[config.mk]
export PLATFORM = sky130hd
export DESIGN_NAME = mac_dot_seq
export DESIGN_NICKNAME = d
export VERILOG_FILES = /design/src/rtl/mac_pkg.sv /design/src/rtl/mac_term_unit.sv /design/src/rtl/mac_dot_seq.sv
export SDC_FILE = /design/constraint.sdc
export NUM_CORES = 1
export LEC_CHECK = 0
export ABC_AREA = 1
export ABC_CLOCK_PERIOD_IN_PS = 3200
export CAP_MARGIN = 20
export CORE_ASPECT_RATIO = 1.4
export CORE_MARGIN = 2
export CORE_UTILIZATION = 52
export DETAILED_ROUTE_END_ITERATION = 16
export GPL_TIMING_DRIVEN = 1
export PLACE_DENSITY = 0.82
export SYNTH_ARGS = -nofsm -noshare
export SYNTH_HDL_FRONTEND = slang
export SYNTH_SLANG_ARGS = --single-unit
export TNS_END_PERCENT = 100
[constraint.sdc]
create_clock -name clk -period 3.2 [get_ports clk]
set_input_delay 0.64 -clock clk [delete_from_list [all_inputs] [get_ports clk]]
set_output_delay 0.64 -clock clk [all_outputs]
set_load 0.05 [all_outputs]
[src/rtl/mac_pkg.sv]
// Shared types and widths for the mac_dot_seq dot-product sequencer.
package mac_pkg;

    localparam int ACC_W = 16;
    localparam int OP_W  = 8;

    typedef enum logic [1:0] {
        ST_IDLE = 2'd0,
        ST_RUN  = 2'd1,
        ST_DONE = 2'd2
    } state_t;

endpackage

[src/rtl/mac_term_unit.sv]
// Combinational multiply-accumulate term: next_acc = acc + a*b, with carry-out of the add.
// With MAC_DOT_SEQ_SAT_EN defined, an overflowing add clamps next_acc to all ones.
module mac_term_unit
    import mac_pkg::*;
(
    input  logic [ACC_W-1:0] acc,
    input  logic [OP_W-1:0]  a,
    input  logic [OP_W-1:0]  b,
    output logic [ACC_W-1:0] next_acc,
    output logic             carry
);

    logic [ACC_W-1:0] prod;
    logic [ACC_W:0]   sum;

    assign prod  = ACC_W'(a) * ACC_W'(b);
    assign sum   = {1'b0, acc} + {1'b0, prod};
    assign carry = sum[ACC_W];

`ifdef MAC_DOT_SEQ_SAT_EN
    // Once clamped, any further non-zero term overflows again, so acc stays pinned.
    assign next_acc = carry ? {ACC_W{1'b1}} : sum[ACC_W-1:0];
`else
    assign next_acc = sum[ACC_W-1:0];
`endif

endmodule

[src/rtl/mac_dot_seq.sv]
// Streaming dot-product sequencer: accepts len operand pairs, returns their 16-bit sum of products.
// Optional MAC_DOT_SEQ_SAT_EN selects saturating accumulation (see mac_term_unit).
//
// state   | meaning
// IDLE    | waiting for start; outputs quiet
// RUN     | accepting operand pairs until the term counter reaches zero
// DONE    | result presented until res_ready
module mac_dot_seq #(
    parameter int LEN_W = 8,
    parameter int ACC_W = 16
) (
    input  logic                     clk,
    input  logic                     rst_n,
    input  logic                     start,
    input  logic [LEN_W-1:0]         len,
    input  logic                     abort,
    input  logic                     in_valid,
    output logic                     in_ready,
    input  logic [mac_pkg::OP_W-1:0] in_a,
    input  logic [mac_pkg::OP_W-1:0] in_b,
    output logic                     res_valid,
    input  logic                     res_ready,
    output logic [ACC_W-1:0]         res_data,
    output logic                     busy,
    output logic                     ovf
);

    import mac_pkg::*;

    state_t           state, state_nxt;
    logic [ACC_W-1:0] acc, acc_nxt;
    logic [LEN_W-1:0] cnt, cnt_nxt;
    logic             ovf_q, ovf_nxt;
    logic [ACC_W-1:0] term_acc;
    logic             term_carry;

    mac_term_unit u_term (
        .acc      (acc),
        .a        (in_a),
        .b        (in_b),
        .next_acc (term_acc),
        .carry    (term_carry)
    );

    always_ff @(posedge clk or negedge rst_n) begin
        if (!rst_n) begin
            state <= ST_IDLE;
            acc   <= '0;
            cnt   <= '0;
            ovf_q <= 1'b0;
        end else begin
            state <= state_nxt;
            acc   <= acc_nxt;
            cnt   <= cnt_nxt;
            ovf_q <= ovf_nxt;
        end
    end

    always_comb begin
        state_nxt = state;
        acc_nxt   = acc;
        cnt_nxt   = cnt;
        ovf_nxt   = ovf_q;
        if (abort) begin
            state_nxt = ST_IDLE;
            acc_nxt   = '0;
            cnt_nxt   = '0;
            ovf_nxt   = 1'b0;
        end else begin
            unique case (state)
                ST_IDLE: begin
                    if (start) begin
                        acc_nxt   = '0;
                        ovf_nxt   = 1'b0;
                        cnt_nxt   = len;
                        state_nxt = (len == '0) ? ST_DONE : ST_RUN;
                    end
                end
                ST_RUN: begin
                    if (in_valid) begin
                        acc_nxt = term_acc;
                        ovf_nxt = ovf_q | term_carry;
                        cnt_nxt = cnt - LEN_W'(1);
                        if (cnt == LEN_W'(1)) state_nxt = ST_DONE;
                    end
                end
                ST_DONE: begin
                    // Result consumed: a same-cycle start chains straight into the next job.
                    if (res_ready) begin
                        state_nxt = ST_IDLE;
                        if (start) begin
                            acc_nxt   = '0;
                            ovf_nxt   = 1'b0;
                            cnt_nxt   = len;
                            state_nxt = (len == '0) ? ST_DONE : ST_RUN;
                        end
                    end
                end
                default: state_nxt = ST_IDLE;
            endcase
        end
    end

    assign in_ready  = (state == ST_RUN);
    assign res_valid = (state == ST_DONE);
    assign busy      = (state != ST_IDLE);
    assign res_data  = acc;
    assign ovf       = ovf_q;

endmodule

# --- Word-level counts from Yosys, hierarchy flattened ---
# Cells that the tools add are included.
classes:
  addsub: 2
  mul: 1
  n_eq_ne: 7
  muxes: 23
  bitwise: 1
  n_reduce_logical: 6
ops:
  columns: ["cell", "count"]
  rows:
  - ["16-bit two-way mux", 4]
  - ["16-bit one-hot mux with 3 select lines", 1]
  - ["8-bit two-way mux", 4]
  - ["8-bit one-hot mux with 3 select lines", 1]
  - ["16-bit by 16-bit adder with 17-bit output", 1]
  - ["8-bit by 8-bit multiplier with 16-bit output", 1]
  - ["2-bit two-way mux", 7]
  - ["8-bit by 1-bit equality test with 1-bit output, second input constant", 1]
  - ["8-bit logical NOT", 1]
  - ["8-bit by 1-bit subtractor with 8-bit output, second input constant", 1]
  - ["3-bit by 2-bit inequality test with 1-bit output, second input constant", 2]
  - ["3-bit inequality test, second input constant", 2]
  - ["2-bit one-hot mux with 3 select lines", 1]
  - ["1-bit two-way mux", 4]
  - ["4-bit AND reduction", 1]
  - ["4-bit nonzero test", 1]
  - ["1-bit one-hot mux with 3 select lines", 1]
  - ["3-bit AND reduction", 1]
  - ["2-bit by 1-bit equality test with 1-bit output, second input constant", 1]
  - ["2-bit equality test, second input constant", 1]
  - ["2-bit logical NOT", 1]
  - ["2-bit nonzero test", 1]
  - ["1-bit bitwise OR", 1]
word_totals:
  ff_bits: 27
  inputBits: 30
  elab_cells: 44

# --- Logic depth before layout (Yosys ltp) ---
# Gate-level depths: netlist of run 1.
depth:
  word_depth: 6
  ltp_mapped: 21

# --- Hierarchy ---
# From an unflattened synthesis of run 1, not the netlist that was laid out.
hier_totals:
  cells_unflattened: 612
  hier_area_um2: 4284.1
modules_own_cells:
  columns: ["module", "instances", "cells_per_inst", "area_each_um2", "seq_area_each_um2"]
  rows:
  - ["mac_term_unit", 1, 412, 2797.7, 0.0]
  - ["mac_dot_seq", 1, 200, 1486.4, 675.6]

# --- Least setup slack after synthesis of run 1 ---
# OpenSTA, ideal clock, no wires.
synth_path:
  path_type: "input-to-reg"
  start: "input port in_a[0] (netlist name)"
  end: "register ovf_q (netlist: ovf)"
  setup_ns: 0.118
  arrival_time_ns: 4.102
  required_ns: 3.082
  path_slack_ns: -1.020
  stages: 19
  path_buffers: 1
  cell_sequence: "clkbuf_1 > nand2_1 > fa_1 > fa_1 > inv_1 > fa_1 > inv_1 > fa_1 > inv_1 > ha_1 > nand2_1 > inv_1 > nand3_1 > nand2_1 > nand2_1 > nand3_1 > nand2_1 > nor2_1 > nor2_1"
synth_between:
  elab_chain_len: 6
synth_rtl:
  columns: ["element", "line", "rtl"]
  rows:
  - ["from (decl)", "mac_dot_seq.sv:19", "input logic [mac_pkg::OP_W-1:0] in_a,"]
  - ["8-bit by 8-bit multiplier with 16-bit output", "mac_term_unit.sv:16", "assign prod = ACC_W'(a) * ACC_W'(b);"]
  - ["16-bit by 16-bit adder with 17-bit output", "mac_term_unit.sv:17", "assign sum = {1'b0, acc} + {1'b0, prod};"]
  - ["1-bit bitwise OR", "mac_dot_seq.sv:82", "ovf_nxt = ovf_q | term_carry;"]
  - ["1-bit two-way mux", "mac_dot_seq.sv:80", "if (in_valid) begin"]
  - ["1-bit one-hot mux with 3 select lines", "mac_dot_seq.sv:70", "unique case (state)"]
  - ["1-bit two-way mux", "mac_dot_seq.sv:64", "if (abort) begin"]
  - ["to (signal assigned)", "mac_dot_seq.sv:55", "ovf_q <= ovf_nxt;"]
  - ["to (decl)", "mac_dot_seq.sv:33", "logic ovf_q, ovf_nxt;"]
# Every way passes these cells. The select of a mux whose other input is x is not followed.
# A chain may end at the register's enable or synchronous reset.

# --- Worst setup path in the final report of run 1 ---
layout_path:
  start: "input port in_a[5] (netlist name)"
  end: "register acc[12] (netlist: res_data[12])"
layout_between:
  elab_chain_len: 5
layout_rtl:
  columns: ["element", "line", "rtl"]
  rows:
  - ["8-bit by 8-bit multiplier with 16-bit output", "mac_term_unit.sv:16", null]
  - ["16-bit by 16-bit adder with 17-bit output", "mac_term_unit.sv:17", null]
  - ["16-bit two-way mux", "mac_dot_seq.sv:80", null]
  - ["16-bit one-hot mux with 3 select lines", "mac_dot_seq.sv:70", null]
  - ["16-bit two-way mux", "mac_dot_seq.sv:64", null]
  - ["to (signal assigned)", "mac_dot_seq.sv:53", "acc <= acc_nxt;"]
  - ["to (decl)", "mac_dot_seq.sv:31", "logic [ACC_W-1:0] acc, acc_nxt;"]
# Every way passes these cells. The select of a mux whose other input is x is not followed.

==> impl_summary.log, run 1 <==
INFO  metric critical_path.slowest_cell = sky130_fd_sc_hd__fa_2
INFO  metric synth_top_flop_cell = sky130_fd_sc_hd__dfrtp_1
INFO  metric yosysWarningCount = 0
INFO  metric synth_enable_flop_cells = 0
INFO  metric synth-async-reset-ratio = 1.00
INFO  metric finalSetupViolCount = 13
INFO  metric clkTransAtPathRegs = about 0.10 ns
INFO  metric report.final.slew_viol_count = 0
INFO  metric ant_nets = 0
INFO  metric port_buffer_cells = 49
INFO  metric status = finished with violations
INFO  metric cts_root_buffer = sky130_fd_sc_hd__clkbuf_8
INFO  metric postSynthAreaPerCell = approximately 7 µm²
INFO  metric final.period_utilization = 1.22
INFO  metric clock_latency = 0.29 ns
INFO  metric layout.cells.most_common_list = sky130_fd_sc_hd__inv_1 (138), sky130_fd_sc_hd__nand2_1 (104), sky130_fd_sc_hd__fa_1 (42)
INFO  metric cts.path.max_buffers = 2
INFO  metric num_vias = slightly below 4k
INFO  metric post_synth_instance_area = 4170 µm²
INFO  metric ys_seq_elements = 27
INFO  metric fin_area = between 5000 and 6000 µm²
INFO  metric timing.hold.worst.class = register to register
INFO  metric cp-startpoint = in_a[5]
INFO  metric cts.sinks = 27
INFO  metric worst_hold_startpoint = cnt[7]
INFO  metric timing.critical_path.to_type = register
INFO  metric synthDominantAreaCellType = sky130_fd_sc_hd__fa_1
INFO  metric antennaDiodeCount = 0
INFO  metric floorplan.die.width = 79.7 µm
INFO  metric timing.max_cap.violations = 0
INFO  metric r2r_end = res_data[12]
INFO  metric die-height = about 110 µm
INFO  metric die-area = 8760 µm²
INFO  metric unrepaired_setup_endpoints_after_global_routing = true
INFO  metric transition_time_of_the_tightest_slew_check_pin = approximately 0.5 ns
INFO  metric ws_path_type = primary input to register
INFO  metric gpl.final_weighted_congestion = between 0.9 and 1
INFO  metric timing.critical_path.required = around 3.4 ns
INFO  metric worstRegToRegCells = 18
INFO  metric slew_headroom = 0.661
INFO  metric layout.cells.most_common = sky130_fd_sc_hd__inv_1
INFO  metric crit_path_end = res_data[12]
INFO  metric num-nets-final = around 800
INFO  metric cts_tree = built
INFO  metric placementRows = 38
INFO  metric timing.rr.start = res_data[7]
INFO  metric detail_route.drc_violations = 0
INFO  metric setup-tns-final = -6.75 ns
INFO  metric post-place-cells = 759
INFO  metric critical_path.max_fanout = 5
INFO  metric routed_wl = 11500 µm
INFO  metric critical_path.cell_chain = buf_12 -> buf_6 -> nand2_2 -> inv_2 -> fa_1 -> fa_2 -> inv_2 -> fa_2 -> fa_1 -> inv_2 -> ha_4 -> a21oi_4 -> nand2_4 -> buf_6 -> inv_2 -> nand2_2 -> nand2_2 -> nand2_1 -> o21ai_1
INFO  metric crit_top_cell = sky130_fd_sc_hd__inv_2
INFO  metric most_area_consuming_cells_after_synthesis = sky130_fd_sc_hd__fa_1 (24%), sky130_fd_sc_hd__dfrtp_1 (16%), sky130_fd_sc_hd__inv_1 (15%)
INFO  metric post_dp_cell_area = roughly 5200 µm²
INFO  metric synth_cells = between 500 and 600
INFO  metric critPathLaunchType = primary input
INFO  metric detailedPlacementHpwl = roughly 8500 µm
INFO  metric yosys_cell_types = 35
INFO  metric cts_hold_buffers = 0
INFO  metric finalWorstPathRequiredPeriod = around 4 ns
INFO  metric antenna_found_initial = 0
INFO  metric h-tree-depth = 1
INFO  metric final.fill_count = 533
INFO  metric flow.area_growth_from_synthesis = 39.3%
INFO  metric critical-path-max-stage-delay = approximately 0.59 ns
INFO  metric finalClockSkew = 0.00750 ns
INFO  metric synth-seq-area-share = 0.162
INFO  metric grt_max_degree = 28
INFO  metric post_drt_via_cell_ratio = just over 5
INFO  metric timing.hold.ws = between 0.5 and 0.6 ns
INFO  metric drt_pre_antenna_iters = 6
INFO  metric global_route_wire_length_before_repair = around 19000 µm
INFO  metric r2r_setup_slack = -0.56 ns
INFO  metric yosysTopAreaCellShare = 0.245
INFO  metric timing.critical_path.arrival = around 4.1 ns
INFO  metric achievable-frequency = 0.257 GHz
INFO  metric tritoncts.num_buffers = 3
INFO  metric detail_route.iter0.violations = 142
INFO  metric grt_overflow_total = 0
INFO  metric final_cells = between 700 and 800
INFO  metric synthesis.nets = a little over 700
INFO  metric grtUsageTotal = 0.269
INFO  metric failed_checks = negative setup slack
INFO  metric start_util = 0.538
INFO  metric first_global_vias = approximately 4.3k
INFO  metric detail_route.wl_per_cell = between 10 and 15 µm
INFO  metric timing_hold_violations_final = 0
INFO  metric placeableCoreArea = around 7700 µm²
INFO  metric final_layout_size_suffix_gt1_frac = 0.325
INFO  metric post-route-worst-setup-slack = -0.698 ns
INFO  metric design.portCount = 50
[worst min path at each step]
stage | end | slack [ns] | cells past startpoint
floorplan | cnt[0] | 0.34 | 0
global placement | cnt[7] | 0.50 | 2
detailed placement | cnt[7] | 0.50 | 2
CTS | cnt[7] | 0.53 | 2
global route | cnt[7] | 0.56 | 2
finish | cnt[7] | 0.53 | 2
[cells by family after synthesis]
logic type	after synthesis	synth area share
multiplexers	1	0.00240
adder cells (fa/ha/maj)	89	0.359
AND/OR/NAND/NOR	227	0.225
XOR/XNOR	4	0.00841
flip-flops	27	0.162
buffers and inverters	194	0.179
AO/OA/AOI/OAI	46	0.0645
[registers in the layout, indices dropped and copies added, names as in the netlist]
name and flops:
cnt 8, ovf 1, res_data 16, state 2
[area by class of cell]
cell class,instances,area (µm²),area share
clock buffer,3,41.3,0.00711
tap,100,125,0.0215
multi-input combinational,367,3290,0.566
inverter,174,663,0.114
timing repair buffer,105,1000,0.173
clock inverter,1,7.51,0.00129
sequential,27,676,0.116
[stage by stage]
stage	setup slack, ns	utilization
3_3_place_gp	-1.40	0.672
4_1_cts	-0.835	0.721
2_1_floorplan	-0.663	-
5_1_grt	-0.841	0.749
6_report	-0.698	0.749
3_5_place_dp	-1.42	0.672
[metal layers]
layer	track usage	wire length, µm	part of all wire
met1	0.299	4250	0.37
met4	0.169	599	0.052
met2	0.499	6320	0.55
met5	0	0	0
met3	0.0131	329	0.029
[cell usage after synthesis (2+ instances only)]
cell,n
sky130_fd_sc_hd__nor2_1,36
sky130_fd_sc_hd__xor2_1,3
sky130_fd_sc_hd__dfrtp_1,27
sky130_fd_sc_hd__o21ai_0,21
sky130_fd_sc_hd__fa_1,51
sky130_fd_sc_hd__nand2_1,157
sky130_fd_sc_hd__buf_2,2
sky130_fd_sc_hd__nand2_4,2
sky130_fd_sc_hd__inv_2,2
sky130_fd_sc_hd__nand3_1,22
sky130_fd_sc_hd__nand4_1,4
sky130_fd_sc_hd__ha_1,38
sky130_fd_sc_hd__clkbuf_1,16
sky130_fd_sc_hd__inv_1,171
sky130_fd_sc_hd__a21oi_1,9
sky130_fd_sc_hd__o22ai_1,8
[repair_timing]
item,CTS,global route
buffers inserted,17,4
pin swaps,63,64
resized for setup,156,88
endpoints found under the setup margin,14,13
[worst max-delay path: cells and delay by family]
family,cells,cell delay (ns)
AOI/OAI and AO/OA,2,0.32
adders and majority gates,5,2.36
buffers and inverters,7,0.51
and+or+nand+nor,5,0.29
Power of run 1 is left out: the tool's default activity adds up to more than one toggle a clock period on the data nets, which glitch-free logic cannot reach.
==> run 2, diff against run 1 <==
ABC_CLOCK_PERIOD_IN_PS = 4550   (was 3200)
CORE_UTILIZATION = 62   (was 52)
PLACE_DENSITY = 0.91   (was 0.82)
clock period = 4.55 ns   (was 3.2 ns; I/O delays follow)
==> run 2 against run 1 <==
Effect of this change: the run now ends clean; first-iteration DRC count is 18% higher; die area down 15%; via count down 1.8%; global-route usage grew 3.6 points; count of clock-buffer cells in the layout is the same; hold slack better by 0.0080 ns; utilization is 1.1 points higher; largest cell class unchanged; wire length shrank 8.0%; critical path type unchanged.
==> impl_summary.log, run 2 (synthesized netlist as in run 1, its figures left out) <==
INFO  metric cts_hold_buffers = 0
INFO  metric start_util = 0.639
INFO  metric port_buffer_cells = 49
INFO  metric cts_root_buffer = sky130_fd_sc_hd__clkbuf_8
INFO  metric final.fill_count = ~460
INFO  metric cp_top_family = adder cells
INFO  metric layout.cells.most_common = sky130_fd_sc_hd__inv_1
INFO  metric hold-path-endpoint = cnt[7]
INFO  metric antennaDiodeCount = 0
INFO  metric power_frac_seq = 0.111
INFO  metric post_dp_cell_area = roughly 4900 µm²
INFO  metric timing.max_cap.violations = 0
INFO  metric detailedPlacementHpwl = 8310 µm
INFO  metric switching_share = 0.548
INFO  metric critical_path.slowest_cell = sky130_fd_sc_hd__fa_1
INFO  metric antenna_found_initial = 0
INFO  metric finalSetupViolCount = 0
INFO  metric timing.rr.start = res_data[7]
INFO  metric global_route_wire_length_before_repair = 17800 µm
INFO  metric vdd_ir_drop_max = approximately 0.63 mV
INFO  metric r2r_setup_slack = roughly 0.74 ns
INFO  metric tritoncts.num_buffers = 3
INFO  metric largest_reg_flops = 16
INFO  metric cellLeakagePower = 0.00295 µW
INFO  metric timing.critical_path.arrival = approximately 4.6 ns
INFO  metric final_layout_size_suffix_gt1_frac = 0.109
INFO  metric layout.cells.most_common_list = sky130_fd_sc_hd__inv_1 (171), sky130_fd_sc_hd__nand2_1 (153), sky130_fd_sc_hd__fa_1 (51)
INFO  metric critical_path.cell_chain = clkbuf_2 -> nand2_1 -> fa_1 -> inv_1 -> fa_1 -> fa_1 -> inv_1 -> fa_1 -> inv_1 -> ha_4 -> nand2_1 -> inv_1 -> nand2_1 -> nor2_1 -> nand2_1 -> nand3_1 -> nand2_1 -> nor2_1 -> nor2_1
INFO  metric placeableCoreArea = 6530 µm²
INFO  metric clock_latency = around 0.28 ns
INFO  metric drt_pre_antenna_iters = 5
INFO  metric cts.sinks = 27
INFO  metric floorplan.die.width = 73.3 µm
INFO  metric timing_hold_violations_final = 0
INFO  metric worstRegToRegCells = 18
INFO  metric post_drt_via_cell_ratio = 5.35
INFO  metric grt_max_degree = 28
INFO  metric p_per_area = about 770 nW/µm²
INFO  metric die-area = about 7400 µm²
INFO  metric gpl.final_weighted_congestion = roughly 0.97
INFO  metric design.portCount = 50
INFO  metric critical_path.max_fanout = 7
INFO  metric num_vias = approximately 3.9k
INFO  metric detail_route.iter0.violations = about 170
INFO  metric grt_overflow_total = 0
INFO  metric fin_area = 4960 µm²
INFO  metric critical-path-max-stage-delay = ~0.6 ns
INFO  metric worst-path-buf-inv = 5
INFO  metric r2r_end = ovf
INFO  metric worst_hold_startpoint = cnt[7]
INFO  metric transition_time_of_the_tightest_slew_check_pin = 0.513 ns
INFO  metric flow.area_growth_from_synthesis = 19.0%
INFO  metric final.period_utilization = 0.966
INFO  metric pwr-share-clk = 0.038
INFO  metric routed_wl = 10600 µm
INFO  metric num-nets-final = between 700 and 800
INFO  metric power.net_switching = 2100 µW
INFO  metric power.combinational.fraction = 0.851
INFO  metric ant_nets = 0
INFO  metric status = finished clean
INFO  metric cellInternalPower = around 1700 µW
INFO  metric die-height = just over 100 µm
INFO  metric cts_tree = built
INFO  metric placementRows = 35
INFO  metric achievable-frequency = 0.228 GHz
INFO  metric timing.hold.worst.class = register to register
INFO  metric ws_path_type = primary input to register
INFO  metric finalWorstPathRequiredPeriod = 4.40 ns
INFO  metric h-tree-depth = 1
INFO  metric grtUsageTotal = 0.305
INFO  metric finalClockSkew = 0.00433 ns
INFO  metric detail_route.drc_violations = 0
INFO  metric slew_headroom = 0.657
INFO  metric critPathLaunchType = primary input
INFO  metric crit_top_cell = sky130_fd_sc_hd__nand2_1
INFO  metric timing.critical_path.to_type = register
INFO  metric first_global_vias = approximately 4.2k
INFO  metric detail_route.wl_per_cell = about 15 µm
INFO  metric setup-tns-final = 0 ns
INFO  metric worst_hold_path.num_cells = 2
INFO  metric timing.critical_path.required = 4.73 ns
INFO  metric report.final.slew_viol_count = 0
INFO  metric clkTransAtPathRegs = about 0.1 ns
INFO  metric cts.path.max_buffers = 2
[run 2: worst max-delay path by stage]
stage / to / slack, ns / cells after the start / startpoint
2_1_floorplan: ovf / 0.06 / 19 / in_a[0]
3_3_place_gp: ovf / -0.52 / 19 / in_b[6]
3_5_place_dp: ovf / -0.65 / 19 / in_b[7]
4_1_cts: ovf / -0.03 / 19 / in_a[3]
5_1_grt: ovf / -0.02 / 19 / in_b[4]
6_report: ovf / 0.15 / 19 / in_b[4]
[run 2: layout make-up]
class	count	area (µm²)	area share
clock buffers	3	41.3	0.00832
clock inverters	1	7.51	0.00151
inverters	174	656	0.132
multi-input cells	367	2840	0.573
flip-flops and latches	27	676	0.136
well taps	74	92.6	0.0187
repair buffers	79	648	0.131
[run 2: power groups by stage]
stage                     Combinational (µW)  Sequential, µW  Clock [µW]
final                                   3270             426         146
after global routing                    3650             436         160
after CTS                               2980             420         150
after detailed placement                2910             424           0
after global placement                  2790             420           0
after floorplan                         1820             597           0
[run 2: stage by stage]
stage / total power [µW] / util / setup slack [ns] / instances / hold slack [ns]
floorplan: 2420 / - / 0.0599 / 588 / 0.465
global placement: 3210 / 0.749 / -0.517 / 721 / 0.485
detailed placement: 3330 / 0.749 / -0.653 / 721 / 0.503
CTS: 3550 / 0.757 / -0.0350 / 725 / 0.530
global route: 4250 / 0.760 / -0.0233 / 725 / 0.554
finish: 3840 / 0.760 / 0.155 / 725 / 0.542
[run 2: metal layers]
metal / vias to the layer above / part of all wire / global-route usage
li1: 1833 / - / -
met1: 1868 / 0.36 / 0.332
met2: 143 / 0.57 / 0.589
met3: 33 / 0.038 / 0.0330
met4: 0 / 0.031 / 0.115
met5: - / 0 / 0
[run 2: repair_timing]
action / 4_1_cts / 5_1_grt
pin swaps: 3 / 5
endpoints found under the setup margin: 10 / 10
resized for setup: 21 / 40
setup buffers: 0 / 0
[run 2: worst register-to-register path, stage by stage, from the launching register on]
cell and delay [ns]:
sky130_fd_sc_hd__dfrtp_1 0.38, sky130_fd_sc_hd__inv_1 0.10, sky130_fd_sc_hd__fa_1 0.45, sky130_fd_sc_hd__inv_1 0.13
sky130_fd_sc_hd__fa_1 0.46, sky130_fd_sc_hd__fa_1 0.55, sky130_fd_sc_hd__inv_1 0.07, sky130_fd_sc_hd__fa_1 0.55
sky130_fd_sc_hd__inv_1 0.08, sky130_fd_sc_hd__ha_4 0.29, sky130_fd_sc_hd__nand2_1 0.07, sky130_fd_sc_hd__inv_1 0.08
sky130_fd_sc_hd__nand2_1 0.07, sky130_fd_sc_hd__nor2_1 0.10, sky130_fd_sc_hd__nand2_1 0.08, sky130_fd_sc_hd__nand3_1 0.09
sky130_fd_sc_hd__nand2_1 0.05, sky130_fd_sc_hd__nor2_1 0.08, sky130_fd_sc_hd__nor2_1 0.04
No activity file was read; power rests on OpenSTA's default activity.
